`src/rtl/cmd_uart_encoder_pkg.sv`:
```
// Purpose: shared command codes, serializer state type and command encoder.
// Latency: n/a (declarations and one combinational helper function).
// Backpressure: n/a.
package cmd_pkg;

  localparam logic [2:0] MOTOR_FWD      = 3'b011;
  localparam logic [2:0] MOTOR_BACK     = 3'b110;
  localparam logic [2:0] MOTOR_HALT     = 3'b000;

  localparam logic [2:0] SERVO_LEFT     = 3'b011;
  localparam logic [2:0] SERVO_RIGHT    = 3'b110;
  localparam logic [2:0] SERVO_STRAIGHT = 3'b101;
  localparam logic [2:0] SERVO_HOLD     = 3'b000;

  typedef enum logic [1:0] {
    S_IDLE  = 2'd0,
    S_START = 2'd1,
    S_DATA  = 2'd2,
    S_STOP  = 2'd3
  } ser_state_e;

  // Conflicting buttons cancel out: both motor buttons halt, both steer
  // buttons hold; centre wins over any steer request.
  function automatic logic [7:0] encode_cmd(input logic fwd, input logic back,
                                            input logic left, input logic right,
                                            input logic center);
    logic [2:0] motor;
    logic [2:0] servo;
    motor = MOTOR_HALT;
    if (fwd && !back) begin
      motor = MOTOR_FWD;
    end else if (back && !fwd) begin
      motor = MOTOR_BACK;
    end
    servo = SERVO_HOLD;
    if (center) begin
      servo = SERVO_STRAIGHT;
    end else if (left && !right) begin
      servo = SERVO_LEFT;
    end else if (right && !left) begin
      servo = SERVO_RIGHT;
    end
    return {motor, servo, 2'b00};
  endfunction

endpackage

```
`src/rtl/cmd_uart_encoder_if.sv`:
```
// Purpose: button inputs and UART-side status of the command encoder.
// Latency: n/a (wires only).
// Backpressure: none; buttons are level inputs, outputs are free-running.
interface cmd_uart_encoder_if;
  logic       btn_fwd;
  logic       btn_back;
  logic       btn_left;
  logic       btn_right;
  logic       btn_center;
  logic       tx_pin;
  logic       busy;
  logic       cmd_sent;
  logic [7:0] last_cmd;

  // Button source / link observer side.
  modport master (
    output btn_fwd, btn_back, btn_left, btn_right, btn_center,
    input  tx_pin, busy, cmd_sent, last_cmd
  );

  // Encoder side.
  modport slave (
    input  btn_fwd, btn_back, btn_left, btn_right, btn_center,
    output tx_pin, busy, cmd_sent, last_cmd
  );
endinterface

```
`src/rtl/cmd_uart_encoder_serializer.sv`:
```
// Purpose: 8N1 UART transmitter, LSB first, byte latched at start.
// Latency: start in cycle N -> start bit on tx from N+1; frame is 10*BIT_CYCLES.
// Backpressure: start ignored while busy except in the done cycle (back-to-back relaunch).
module uart_tx_serializer
  import cmd_pkg::*;
#(
  parameter int BIT_CYCLES = 108
) (
  input  logic       sys_clk,
  input  logic       rst_n,
  input  logic       start,
  input  logic [7:0] data,
  output logic       tx,
  output logic       busy,
  output logic       done
);

  localparam int CW = (BIT_CYCLES > 1) ? $clog2(BIT_CYCLES) : 1;
  localparam logic [CW-1:0] CNT_LAST = CW'(BIT_CYCLES - 1);
  localparam logic [CW-1:0] CNT_DONE = CW'(BIT_CYCLES - 2);

  ser_state_e    state_q;
  logic [CW-1:0] cnt_q;
  logic [2:0]    idx_q;
  logic [7:0]    data_q;
  logic          tx_q;
  logic          busy_q;
  logic          done_q;

  // Frame sequencer; line level, busy and done are registered with the state.
  always_ff @(posedge sys_clk or negedge rst_n) begin
    if (!rst_n) begin
      state_q <= S_IDLE;
      cnt_q   <= '0;
      idx_q   <= '0;
      data_q  <= '0;
      tx_q    <= 1'b1;
      busy_q  <= 1'b0;
      done_q  <= 1'b0;
    end else begin
      done_q <= 1'b0;
      case (state_q)
        S_IDLE: begin
          if (start) begin
            state_q <= S_START;
            cnt_q   <= '0;
            data_q  <= data;
            tx_q    <= 1'b0;
            busy_q  <= 1'b1;
          end
        end
        S_START: begin
          if (cnt_q == CNT_LAST) begin
            state_q <= S_DATA;
            cnt_q   <= '0;
            idx_q   <= '0;
            tx_q    <= data_q[0];
          end else begin
            cnt_q <= cnt_q + 1'b1;
          end
        end
        S_DATA: begin
          if (cnt_q == CNT_LAST) begin
            cnt_q <= '0;
            if (idx_q == 3'd7) begin
              state_q <= S_STOP;
              tx_q    <= 1'b1;
            end else begin
              idx_q <= idx_q + 3'd1;
              tx_q  <= data_q[idx_q + 3'd1];
            end
          end else begin
            cnt_q <= cnt_q + 1'b1;
          end
        end
        S_STOP: begin
          if (cnt_q == CNT_LAST) begin
            cnt_q <= '0;
            if (start) begin
              // Relaunch straight out of the stop bit, no idle gap.
              state_q <= S_START;
              data_q  <= data;
              tx_q    <= 1'b0;
            end else begin
              state_q <= S_IDLE;
              busy_q  <= 1'b0;
            end
          end else begin
            cnt_q  <= cnt_q + 1'b1;
            done_q <= (cnt_q == CNT_DONE);
          end
        end
        default: state_q <= S_IDLE;
      endcase
    end
  end

  assign tx   = tx_q;
  assign busy = busy_q;
  assign done = done_q;

endmodule

```
`src/rtl/cmd_uart_encoder.sv`:
```
// Purpose: debounce five buttons, encode the car command byte, send it over UART on change or repeat tick.
// Latency: button edge -> start bit ~2 sync + DEBOUNCE_CYCLES + 2 cycles when idle.
// Backpressure: triggers during a frame set pending; one follow-up frame with the latest cmd.
module cmd_uart_encoder
  import cmd_pkg::*;
#(
  parameter int SYS_CLK_FREQ    = 100_000_000,
  parameter int BAUD_RATE       = 921600,
  parameter int REPEAT_HZ       = 50,
  parameter int DEBOUNCE_CYCLES = 1_000_000
) (
  input  logic               sys_clk,
  input  logic               rst_n,
  cmd_uart_encoder_if.slave  bus
);

  localparam int BIT_CYCLES    = SYS_CLK_FREQ / BAUD_RATE;
  localparam int REPEAT_CYCLES = SYS_CLK_FREQ / REPEAT_HZ;
  localparam int DBW = (DEBOUNCE_CYCLES > 1) ? $clog2(DEBOUNCE_CYCLES) : 1;
  localparam int RW  = (REPEAT_CYCLES > 1) ? $clog2(REPEAT_CYCLES) : 1;
  localparam logic [DBW-1:0] DB_LAST  = DBW'(DEBOUNCE_CYCLES - 1);
  localparam logic [RW-1:0]  REP_LAST = RW'(REPEAT_CYCLES - 1);

  // Bit order everywhere: {center, right, left, back, fwd}.
  logic [4:0]     btn_raw;
  logic [4:0]     sync1_q, sync2_q;
  logic [4:0]     deb_q, deb_d;
  logic [DBW-1:0] db_cnt_q [5];
  logic [DBW-1:0] db_cnt_d [5];
  logic [7:0]     cmd_q, cmd_d;
  logic [7:0]     last_cmd_q, last_cmd_d;
  logic [RW-1:0]  rep_q, rep_d;
  logic           pending_q, pending_d;
  logic           change, tick, launch;
  logic           ser_busy, ser_done;

  assign btn_raw = {bus.btn_center, bus.btn_right, bus.btn_left, bus.btn_back, bus.btn_fwd};

  // Debounce: flip only after a full run of samples that disagree with the current value.
  always_comb begin
    for (int i = 0; i < 5; i++) begin
      deb_d[i]    = deb_q[i];
      db_cnt_d[i] = '0;
      if (sync2_q[i] != deb_q[i]) begin
        if (db_cnt_q[i] == DB_LAST) begin
          deb_d[i] = sync2_q[i];
        end else begin
          db_cnt_d[i] = db_cnt_q[i] + 1'b1;
        end
      end
    end
  end

  // Encode, trigger and launch decisions; the repeat counter holds at its limit until a launch.
  always_comb begin
    cmd_d      = encode_cmd(deb_q[0], deb_q[1], deb_q[2], deb_q[3], deb_q[4]);
    change     = (cmd_q != last_cmd_q);
    tick       = (rep_q == REP_LAST);
    launch     = (!ser_busy || ser_done) && (change || tick || pending_q);
    pending_d  = launch ? 1'b0 : (pending_q || change || tick);
    last_cmd_d = launch ? cmd_q : last_cmd_q;
    rep_d      = launch ? '0 : (tick ? rep_q : rep_q + 1'b1);
  end

  // All input-path and trigger state, async reset.
  always_ff @(posedge sys_clk or negedge rst_n) begin
    if (!rst_n) begin
      sync1_q    <= '0;
      sync2_q    <= '0;
      deb_q      <= '0;
      for (int i = 0; i < 5; i++) db_cnt_q[i] <= '0;
      cmd_q      <= '0;
      last_cmd_q <= '0;
      rep_q      <= '0;
      pending_q  <= 1'b0;
    end else begin
      sync1_q    <= btn_raw;
      sync2_q    <= sync1_q;
      deb_q      <= deb_d;
      for (int i = 0; i < 5; i++) db_cnt_q[i] <= db_cnt_d[i];
      cmd_q      <= cmd_d;
      last_cmd_q <= last_cmd_d;
      rep_q      <= rep_d;
      pending_q  <= pending_d;
    end
  end

  uart_tx_serializer #(
    .BIT_CYCLES (BIT_CYCLES)
  ) u_ser (
    .sys_clk (sys_clk),
    .rst_n   (rst_n),
    .start   (launch),
    .data    (cmd_q),
    .tx      (bus.tx_pin),
    .busy    (ser_busy),
    .done    (ser_done)
  );

  assign bus.busy     = ser_busy;
  assign bus.cmd_sent = ser_done;
  assign bus.last_cmd = last_cmd_q;

endmodule

```
`src/flat_wrapper.sv`:
```
// flat-port wrapper written by rule: the top's interface ports become plain ports
module cmd_uart_encoder_flat import cmd_pkg::*;
#(
  parameter int SYS_CLK_FREQ    = 100_000_000,
  parameter int BAUD_RATE       = 921600,
  parameter int REPEAT_HZ       = 50,
  parameter int DEBOUNCE_CYCLES = 1_000_000
)
  (sys_clk, rst_n, bus_btn_fwd, bus_btn_back, bus_btn_left, bus_btn_right, bus_btn_center, bus_tx_pin, bus_busy, bus_cmd_sent, bus_last_cmd);
  cmd_uart_encoder_if bus_i ();
  input  logic sys_clk;
  input  logic rst_n;
  input wire logic [$bits(bus_i.btn_fwd)-1:0] bus_btn_fwd;
  input wire logic [$bits(bus_i.btn_back)-1:0] bus_btn_back;
  input wire logic [$bits(bus_i.btn_left)-1:0] bus_btn_left;
  input wire logic [$bits(bus_i.btn_right)-1:0] bus_btn_right;
  input wire logic [$bits(bus_i.btn_center)-1:0] bus_btn_center;
  output wire logic [$bits(bus_i.tx_pin)-1:0] bus_tx_pin;
  output wire logic [$bits(bus_i.busy)-1:0] bus_busy;
  output wire logic [$bits(bus_i.cmd_sent)-1:0] bus_cmd_sent;
  output wire logic [$bits(bus_i.last_cmd)-1:0] bus_last_cmd;
  assign bus_i.btn_fwd = bus_btn_fwd;
  assign bus_i.btn_back = bus_btn_back;
  assign bus_i.btn_left = bus_btn_left;
  assign bus_i.btn_right = bus_btn_right;
  assign bus_i.btn_center = bus_btn_center;
  assign bus_tx_pin = bus_i.tx_pin;
  assign bus_busy = bus_i.busy;
  assign bus_cmd_sent = bus_i.cmd_sent;
  assign bus_last_cmd = bus_i.last_cmd;
  cmd_uart_encoder #(.SYS_CLK_FREQ(SYS_CLK_FREQ), .BAUD_RATE(BAUD_RATE), .REPEAT_HZ(REPEAT_HZ), .DEBOUNCE_CYCLES(DEBOUNCE_CYCLES)) u_core (.sys_clk(sys_clk), .rst_n(rst_n), .bus(bus_i));
endmodule
```
`config.mk`:
```
export PLATFORM = sky130hd
export DESIGN_NAME = cmd_uart_encoder_flat
export DESIGN_NICKNAME = d
export VERILOG_FILES = /design/src/rtl/cmd_uart_encoder_pkg.sv /design/src/rtl/cmd_uart_encoder_if.sv /design/src/rtl/cmd_uart_encoder_serializer.sv /design/src/rtl/cmd_uart_encoder.sv /design/src/flat_wrapper.sv
export SDC_FILE = /design/constraint.sdc
export NUM_CORES = 1
export LEC_CHECK = 0
export CAP_MARGIN = 20
export CORE_MARGIN = 8
export CORE_UTILIZATION = 48
export CTS_BUF_LIST = sky130_fd_sc_hd__clkbuf_4 sky130_fd_sc_hd__clkbuf_8
export CTS_CLUSTER_DIAMETER = 80
export DETAILED_ROUTE_END_ITERATION = 10
export MAX_ROUTING_LAYER = met4
export PLACE_DENSITY = 0.73
export SYNTH_ARGS = -nofsm -noshare
export SYNTH_HDL_FRONTEND = slang
export SYNTH_SLANG_ARGS = --single-unit
```
`constraint.sdc`:
```
create_clock -name sys_clk -period 2.9 [get_ports sys_clk]
set_input_delay 0.58 -clock sys_clk [delete_from_list [all_inputs] [get_ports sys_clk]]
set_output_delay 0.58 -clock sys_clk [all_outputs]
set_load 0.03 [all_outputs]
```
Yosys cells after proc, flatten, opt, wreduce, memory -nomap -nowiden
Cells that the tools add are included.

word-level totals
  register bits = 172
  bits of input ports = 7
  logic and storage cells = 136

operators by class
  $add $sub $neg = 8
  order comparisons = 1
  equal/unequal tests = 26
  multiplexer cells = 49
  reductions and logical operators = 29

operators by type and width
  operator               number
  $mux 20                10
  $add 20x1->20 const B  5
  $eq 20x20->1 const B   5
  $mux 21                2
  $mux 3                 8
  $add 21x1->21 const B  1
  $eq 21x21->1 const B   1
  $mux 8                 2
  $pmux 8 s2             1
  $eq 7x7->1 const B     2
  $mux 7                 2
  $ne 2x2->1 const B     7
  $pmux 7 s2             1
  $mux 1                 13
  $reduce_and 2->1       6
  $mux 2                 5
  $pmux 2 s4             1
  $reduce_and 4->1       2
  $add 7x1->7 const B    1
  $ne 6x6->1             1
  $pmux 3 s2             1
  $logic_and 1x1->1      5
  $logic_not 1->1        5
  $logic_or 1x1->1       5
  15 further kinds       21

Longest topological paths before layout
Gate-level depths: netlist of run 1.

  word-level depth = 7
  gate-level depth with buffers = 8
  depth with buffers taken out = 7

Hierarchy
A second synthesis of run 1 with hierarchy kept.

second synthesis, totals
  cells, all modules = 788
  area total of the unflattened synthesis = 8220.4 um2

by module, submodules not included
  module              times used  cells an instance  area an instance (um2)
  cmd_uart_encoder    1           678                6925.4
  uart_tx_serializer  1           110                1295.0

Least setup slack after synthesis of run 1
Ideal clock, no wire load.

  path type = reg-to-reg
  start point = register u_core.u_ser.busy_q (netlist: u_core.u_ser.busy)
  end point = register u_core.u_ser.state_q[1]
  arrival time = 1.837 ns
  required time = 2.772 ns
  path slack = 0.936 ns
  cell stages (with the launch flop) = 5
  path buffers = 0
  cell sequence = dfrtp_1 > nor2b_1 > a21oi_1 > o21ai_1 > mux2_1

between the ends
  longest elaborated chain between the ends = 5

RTL lines
  what                               RTL line                           source
  start, declared                    cmd_uart_encoder_serializer.sv:27  logic busy_q;
  start signal, assigned             cmd_uart_encoder_serializer.sv:38  busy_q <= 1'b0;
  start signal, assigned             cmd_uart_encoder_serializer.sv:49  busy_q <= 1'b1;
  start signal, assigned             cmd_uart_encoder_serializer.sv:86  busy_q <= 1'b0;
  $logic_not 1->1                    cmd_uart_encoder.sv:59             launch = (!ser_busy || ser_done) && (change || tick || pending_q);
  $logic_or 1x1->1                   cmd_uart_encoder.sv:59
  $logic_and 1x1->1                  cmd_uart_encoder.sv:59
  $ne 2x1->1 (no source line)        n/a
  $reduce_and 5->1 (no source line)  n/a
  end signal, assigned               cmd_uart_encoder_serializer.sv:81  state_q <= S_START;
  end signal, assigned               cmd_uart_encoder_serializer.sv:85  state_q <= S_IDLE;
  end signal, assigned               cmd_uart_encoder_serializer.sv:93  default: state_q <= S_IDLE;
  end, declared                      cmd_uart_encoder_serializer.sv:22  ser_state_e state_q;

No other way between the ends.
A chain may end at the register's enable or synchronous reset.

==> metrics.txt, run 1 <==
status completed; CP Cell Sequence ha_1, and3_1, nand3_1, nor4_1, nand2b_1, nor2_1; Post-CTS Setup Repair Bufs 0; P_int 3.38 mW; Slew headroom 48.9%; Worst path top cell family by delay simple AND/OR/NAND/NOR gates; Highest Clock Rate 440 MHz; CTS Sinks 170; CTS Root Cell clkbuf_8; Final #Nets 846; CP Launch Type flop; Power Density 474 nW/um^2; starting density of the core 48.5%; post-route ant nets 0; Slew @ Worst Pin 0.765 ns; Layout area overhead 10.3%; NetSw 960 uW; FFs w/ async S/R, synth 100%; CP max-delay cell nand2b_1; synthesized instance count 794; post-synthesis sequential area ratio 51.2%; count of cell types in the netlist 66; Cell Count Post-Placement 1026; CP Data Arrival Time 2.58 ns; final worst slack 0.626 ns; H-Tree Level Count 4; post-cts hold buffer count 0; sequential share of power 55.6%; Final Cycle Share 78.4%; Worst path max stage delay 0.66 ns; initial antenna violation count 0; RSZ-0062 raised after global routing no; Clock Latency Late Sink 0.45 ns; Pleak 3.98 nW; Vias/cell 5.28; vias in the first global route 5511; Clk network pwr share 41.6%; synthesized flop and latch total 170; DP Worst Slack 0.606 ns; DR WL/cell 13.7 um; final wirelength 14500 um; clock skew 0.0119 ns; all-layer global routing usage 14.9%; first-pass GRT wire length 26200 um; Primary FF master, synth dfrtp_1; Fin. Hold Viols 0; Setup violations, final 0; Synth Cell Area 8310 um^2; CP endpoint kind flop; CTS Buf Count 17; most numerous cell in the Yosys netlist dfrtp_1; most frequent cells after synthesis dfrtp_1 (169), nor2_1 (141), xor2_1 (68); min cycle time layout 2.27 ns; Req. time, crit path 3.20 ns; Congestion Overflow GR 0; Avg Cell Area, Syn 10.5 um^2; Max Slew Vio Count 0; Worst Path Buf+Inv 0; IO Port Bufs 15; fraction of layout cells with a size suffix above 1 9.62%; post-DP HPWL 9820 um; combinational share of power 2.8%; GP Congestion 0.794; area leader, netlist dfrtp_1; Die Wd 148 um; setup TNS 0 ns; Post-synth EDFFs 0; # IOs 18; Synth area leaders dfrtp_1 (51%), xor2_1 (7.2%), nor2_1 (6.4%), xnor2_1 (4.9%), ha_1 (2.9%); Clock Pin Slew Worst Setup and Hold Paths 0.09 ns; Setup CP Type reg -> reg; initial detailed-routing violation count 331; TritonCTS clock tree built; total vias in the final route 5579; Max FO, Critical Path 20; max-cap viol count 0; Initial DRT Pass Iterations 4; Antenna Cells 0; Synth Warn # 0; FP Rows 48; Die Height 148 um; DRC viols 0; Non-Filler Instances 1057; Min-Delay Path Class in -> async; die area 21800 um^2; Sw Share 22.1%; VDD IR max 0.000290 V; core area 17100 um^2; CTS max path bufs 2; Yosys top cell area share 50.9%; post-CTS sizing 0; largest net degree at the start of global routing 81
## cells by family (layout without fill, tap and decap cells)
group | count (synthesis) | in the layout | synth area share, %
and+or+nand+nor | 368 | 368 | 23.1
DFF | 170 | 170 | 51.2
xor gates and xnor gates | 114 | 114 | 12.0
AOI/OAI and AO/OA | 57 | 57 | 5.41
buffers and inverters | 45 | 82 | 2.50
muxes | 20 | 20 | 2.82
adders and majority gates | 19 | 19 | 2.86
other | 1 | 2 | 0.0451
## cells in the final DEF, fill, tap and decap left out, drive strengths merged, types with 13 or more instances in the layout
cell type,instances
nor2,143
nand4,34
nor4,16
xor2,68
nand2,42
and3,16
mux2,17
xnor2,46
clkdlybuf4s50,14
ha,19
dfrtp,169
nor3,21
o21ai,13
clkbuf,22
inv,29
nand3,44
## layer usage
layer  GRT usage, %  routed length, um
met5              -                  0
met4           5.10                122
met3           2.97                310
met2           22.7               6850
met1           19.7               7200
## state kept, by name (all words and copies together), names as in the netlist
name	flops
u_core.db_cnt_q	100
u_core.rep_q	21
u_core.u_ser.cnt_q	7
u_core.bus.last_cmd	6
u_core.cmd_q	6
u_core.u_ser.data_q	6
u_core.deb_q	5
u_core.sync1_q	5
u_core.sync2_q	5
u_core.u_ser.idx_q	3
u_core.u_ser.state_q	2
u_core.pending_q	1
u_core.u_ser.busy	1
u_core.u_ser.done	1
u_core.u_ser.tx	1
## per-stage QoR
step | power [mW] | cell area, um^2 | hold slack, ns | util (%)
final | 4.34 | 9160 | 0.166 | 53.5
after floorplan | 2.51 | 8310 | 0.284 | -
after detailed placement | 2.59 | 8730 | 0.341 | 51.0
after CTS | 4.40 | 9160 | 0.171 | 53.5
after global routing | 4.53 | 9160 | 0.208 | 53.5
after global placement | 2.58 | 8730 | 0.333 | 51.0
## power groups by stage
stage          Sequential, mW  Clock [mW]  Combinational [mW]
2_1_floorplan            2.46           0              0.0561
3_3_place_gp             2.46           0               0.124
3_5_place_dp             2.46           0               0.125
4_1_cts                  2.41        1.86               0.126
5_1_grt                  2.42        1.96               0.146
6_report                 2.41        1.81               0.120
## path summary, 6_finish.rpt
path / start / end / slack, ns / cells past startpoint
max: u_core.db_cnt_q[80] / u_core.db_cnt_q[97] / 0.63 / 6
min: rst_n / u_core.db_cnt_q[41] / 0.17 / 1
max reg2reg: u_core.db_cnt_q[80] / u_core.db_cnt_q[97] / 0.63 / 6
min reg2reg: u_core.sync1_q[3] / u_core.sync2_q[3] / 0.36 / 0
max in group asynchronous: rst_n / u_core.u_ser.data_q[3] / 1.99 / 2
min in group sys_clk: u_core.sync1_q[3] / u_core.sync2_q[3] / 0.36 / 0
## layout make-up
cell class	instances	area (um^2)
tap	225	282
inverter	28	105
clock buffer	22	297
sequential	170	4260
clock inverter	9	138
multi-input combinational	580	3850
timing repair buffer	23	236
fill	1501	7960
Note: power is estimated with default switching activity, not from simulation.
==> inputs of run 2 (changes only) <==
Clock period 2.9 ns to 2.21 ns, I/O delays scaled along.
==> metrics.txt, run 2 (synthesis results as in run 1) <==
met1 WL 7210 um; Min-Delay Path Class reg -> reg; final wirelength 14800 um; commonest non-fill, non-tap cells in the layout dfrtp_1 (169), nor2_1 (141), xor2_1 (68); status completed; initial antenna violation count 0; fraction of layout cells with a size suffix above 1 10.9%; Slew headroom 48.4%; CP Launch Type flop; Worst Path Buf+Inv 1; max-cap viol count 0; H-Tree Level Count 4; Vias/cell 5.29; Layout area overhead 10.7%; DR WL/cell 13.9 um; Power Density 580 nW/um^2; Largest register FFs 100; Congestion Overflow GR 0; # IOs 18; Clock Latency Late Sink 0.45 ns; starting density of the core 48.5%; CTS max path bufs 2; Final Cycle Share 96.0%; biggest regs u_core.db_cnt_q x100, u_core.rep_q x21, u_core.u_ser.cnt_q x7; CP Cell Sequence clkdlybuf4s50_1; Slew @ Worst Pin 0.772 ns; initial detailed-routing violation count 392; Final #Nets 857; die area 21800 um^2; core area 17100 um^2; CP endpoint kind primary output; fin util 53.7%; CTS Sinks 170; metal3 WL 423 um; first-pass GRT wire length 26400 um; Max FO, Critical Path 2; GP Congestion 0.812; DRC viols 0; IO Port Bufs 15; Die Height 148 um; Highest Clock Rate 471 MHz; min cycle time layout 2.12 ns; largest reg by FF count u_core.db_cnt_q; setup TNS 0 ns; largest net degree at the start of global routing 56; Max Slew Vio Count 0; Req. time, crit path 1.77 ns; CTS Buf Count 17; total vias in the final route 5655; Setup CP Type reg -> out; post-DP HPWL 10300 um; Setup violations, final 0; TritonCTS clock tree built; CP Data Arrival Time 1.68 ns; all-layer global routing usage 14.9%; Initial DRT Pass Iterations 4; vias in the first global route 5555; commonest non-fill, non-tap cell in the layout dfrtp_1; Antenna Cells 0; RSZ-0062 raised after global routing no; CP max-delay cell clkdlybuf4s50_1; Fin. Hold Viols 0; DR top layer met4; Clock Pin Slew Worst Setup and Hold Paths 0.10 ns; Pleak 4.01 nW; VDD IR max 0.000426 V; routed wl met2 7030 um; post-route ant nets 0; Die Wd 148 um; CTS Root Cell clkbuf_8; Worst path top cell family by delay buffers and inverters; Worst path max stage delay 0.68 ns; FP Rows 48; clock skew 0.0106 ns
## run 2: cell types whose count changed in the layout (fill, tap and decap cells not counted)
cell / previous run / this run
buf_12: 2 / 3
clkbuf_4: 1 / 0
bufinv_16: 3 / 0
buf_4: 6 / 14
a2bb2oi_2: 0 / 1
clkbuf_8: 21 / 18
a2bb2oi_1: 1 / 0
dlygate4sd3_1: 0 / 1
buf_6: 1 / 2
clkinv_2: 0 / 1
clkinv_4: 1 / 4
inv_6: 1 / 5
## run 2: routing by layer
layer	track usage, %	vias up
met5	-	-
met4	4.03	0
met3	3.18	12
met2	22.9	70
met1	19.6	2748
li1	-	2825
## run 2: path summary, 6_finish.rpt
kind / from / slack [ns] / end / cells past startpoint
max in group asynchronous: rst_n / 1.09 / u_core.db_cnt_q[80] / 3
worst min register to register: u_core.sync1_q[4] / 0.37 / u_core.sync2_q[4] / 0
worst max register to register: u_core.rep_q[0] / 0.14 / u_core.bus.last_cmd[5] / 6
worst min-delay path: u_core.sync1_q[4] / 0.37 / u_core.sync2_q[4] / 0
min in group asynchronous: rst_n / 0.45 / u_core.db_cnt_q[1] / 2
worst max-delay path: u_core.u_ser.tx / 0.09 / bus_tx_pin / 1
## run 2: what timing repair did
| item | CTS | global route |
|---|---|---|
| hold endpoints to repair | 37 | 0 |
| setup endpoints to repair | 0 | 20 |
| hold buffers | 1 | 0 |
| resized for setup | 0 | 2 |
| setup buffers | 0 | 2 |
## run 2: stage by stage
stage               setup slack, ns  total power, mW  hold WS, ns  std cells  area [um^2]
finish                       0.0883             5.33        0.373       1069         9200
global route                0.00752             5.57        0.376       1069         9200
CTS                          0.0391             5.43        0.382       1067         9170
detailed placement            0.116             3.40        0.361       1034         8800
global placement              0.164             3.40        0.360       1034         8800
floorplan                     0.246             3.30        0.146        795         8310
## run 2: layout make-up
type                    count  area (um^2)
well taps                 225          282
clock inverters            14          114
flip-flops and latches    170         4260
multi-input cells         580         3850
fillers                  1493         7920
inverters                  28          105
clock buffers              18          248
repair buffers             34          338
## run 2: power breakdown
group          leakage [nW]  total (mW)  internal, mW  switching, mW
Clock                 0.173        2.00         0.827           1.17
Sequential             2.32        3.17          3.14         0.0287
Combinational          1.51       0.165        0.0511          0.114
Total                  4.01        5.33          4.02           1.31
==> inputs of run 3 (changes only) <==
Settings changed: SLEW_MARGIN from default to 5.
==> results of run 3 <==
Final layout, timing and power as in run 2 (identical DEF).
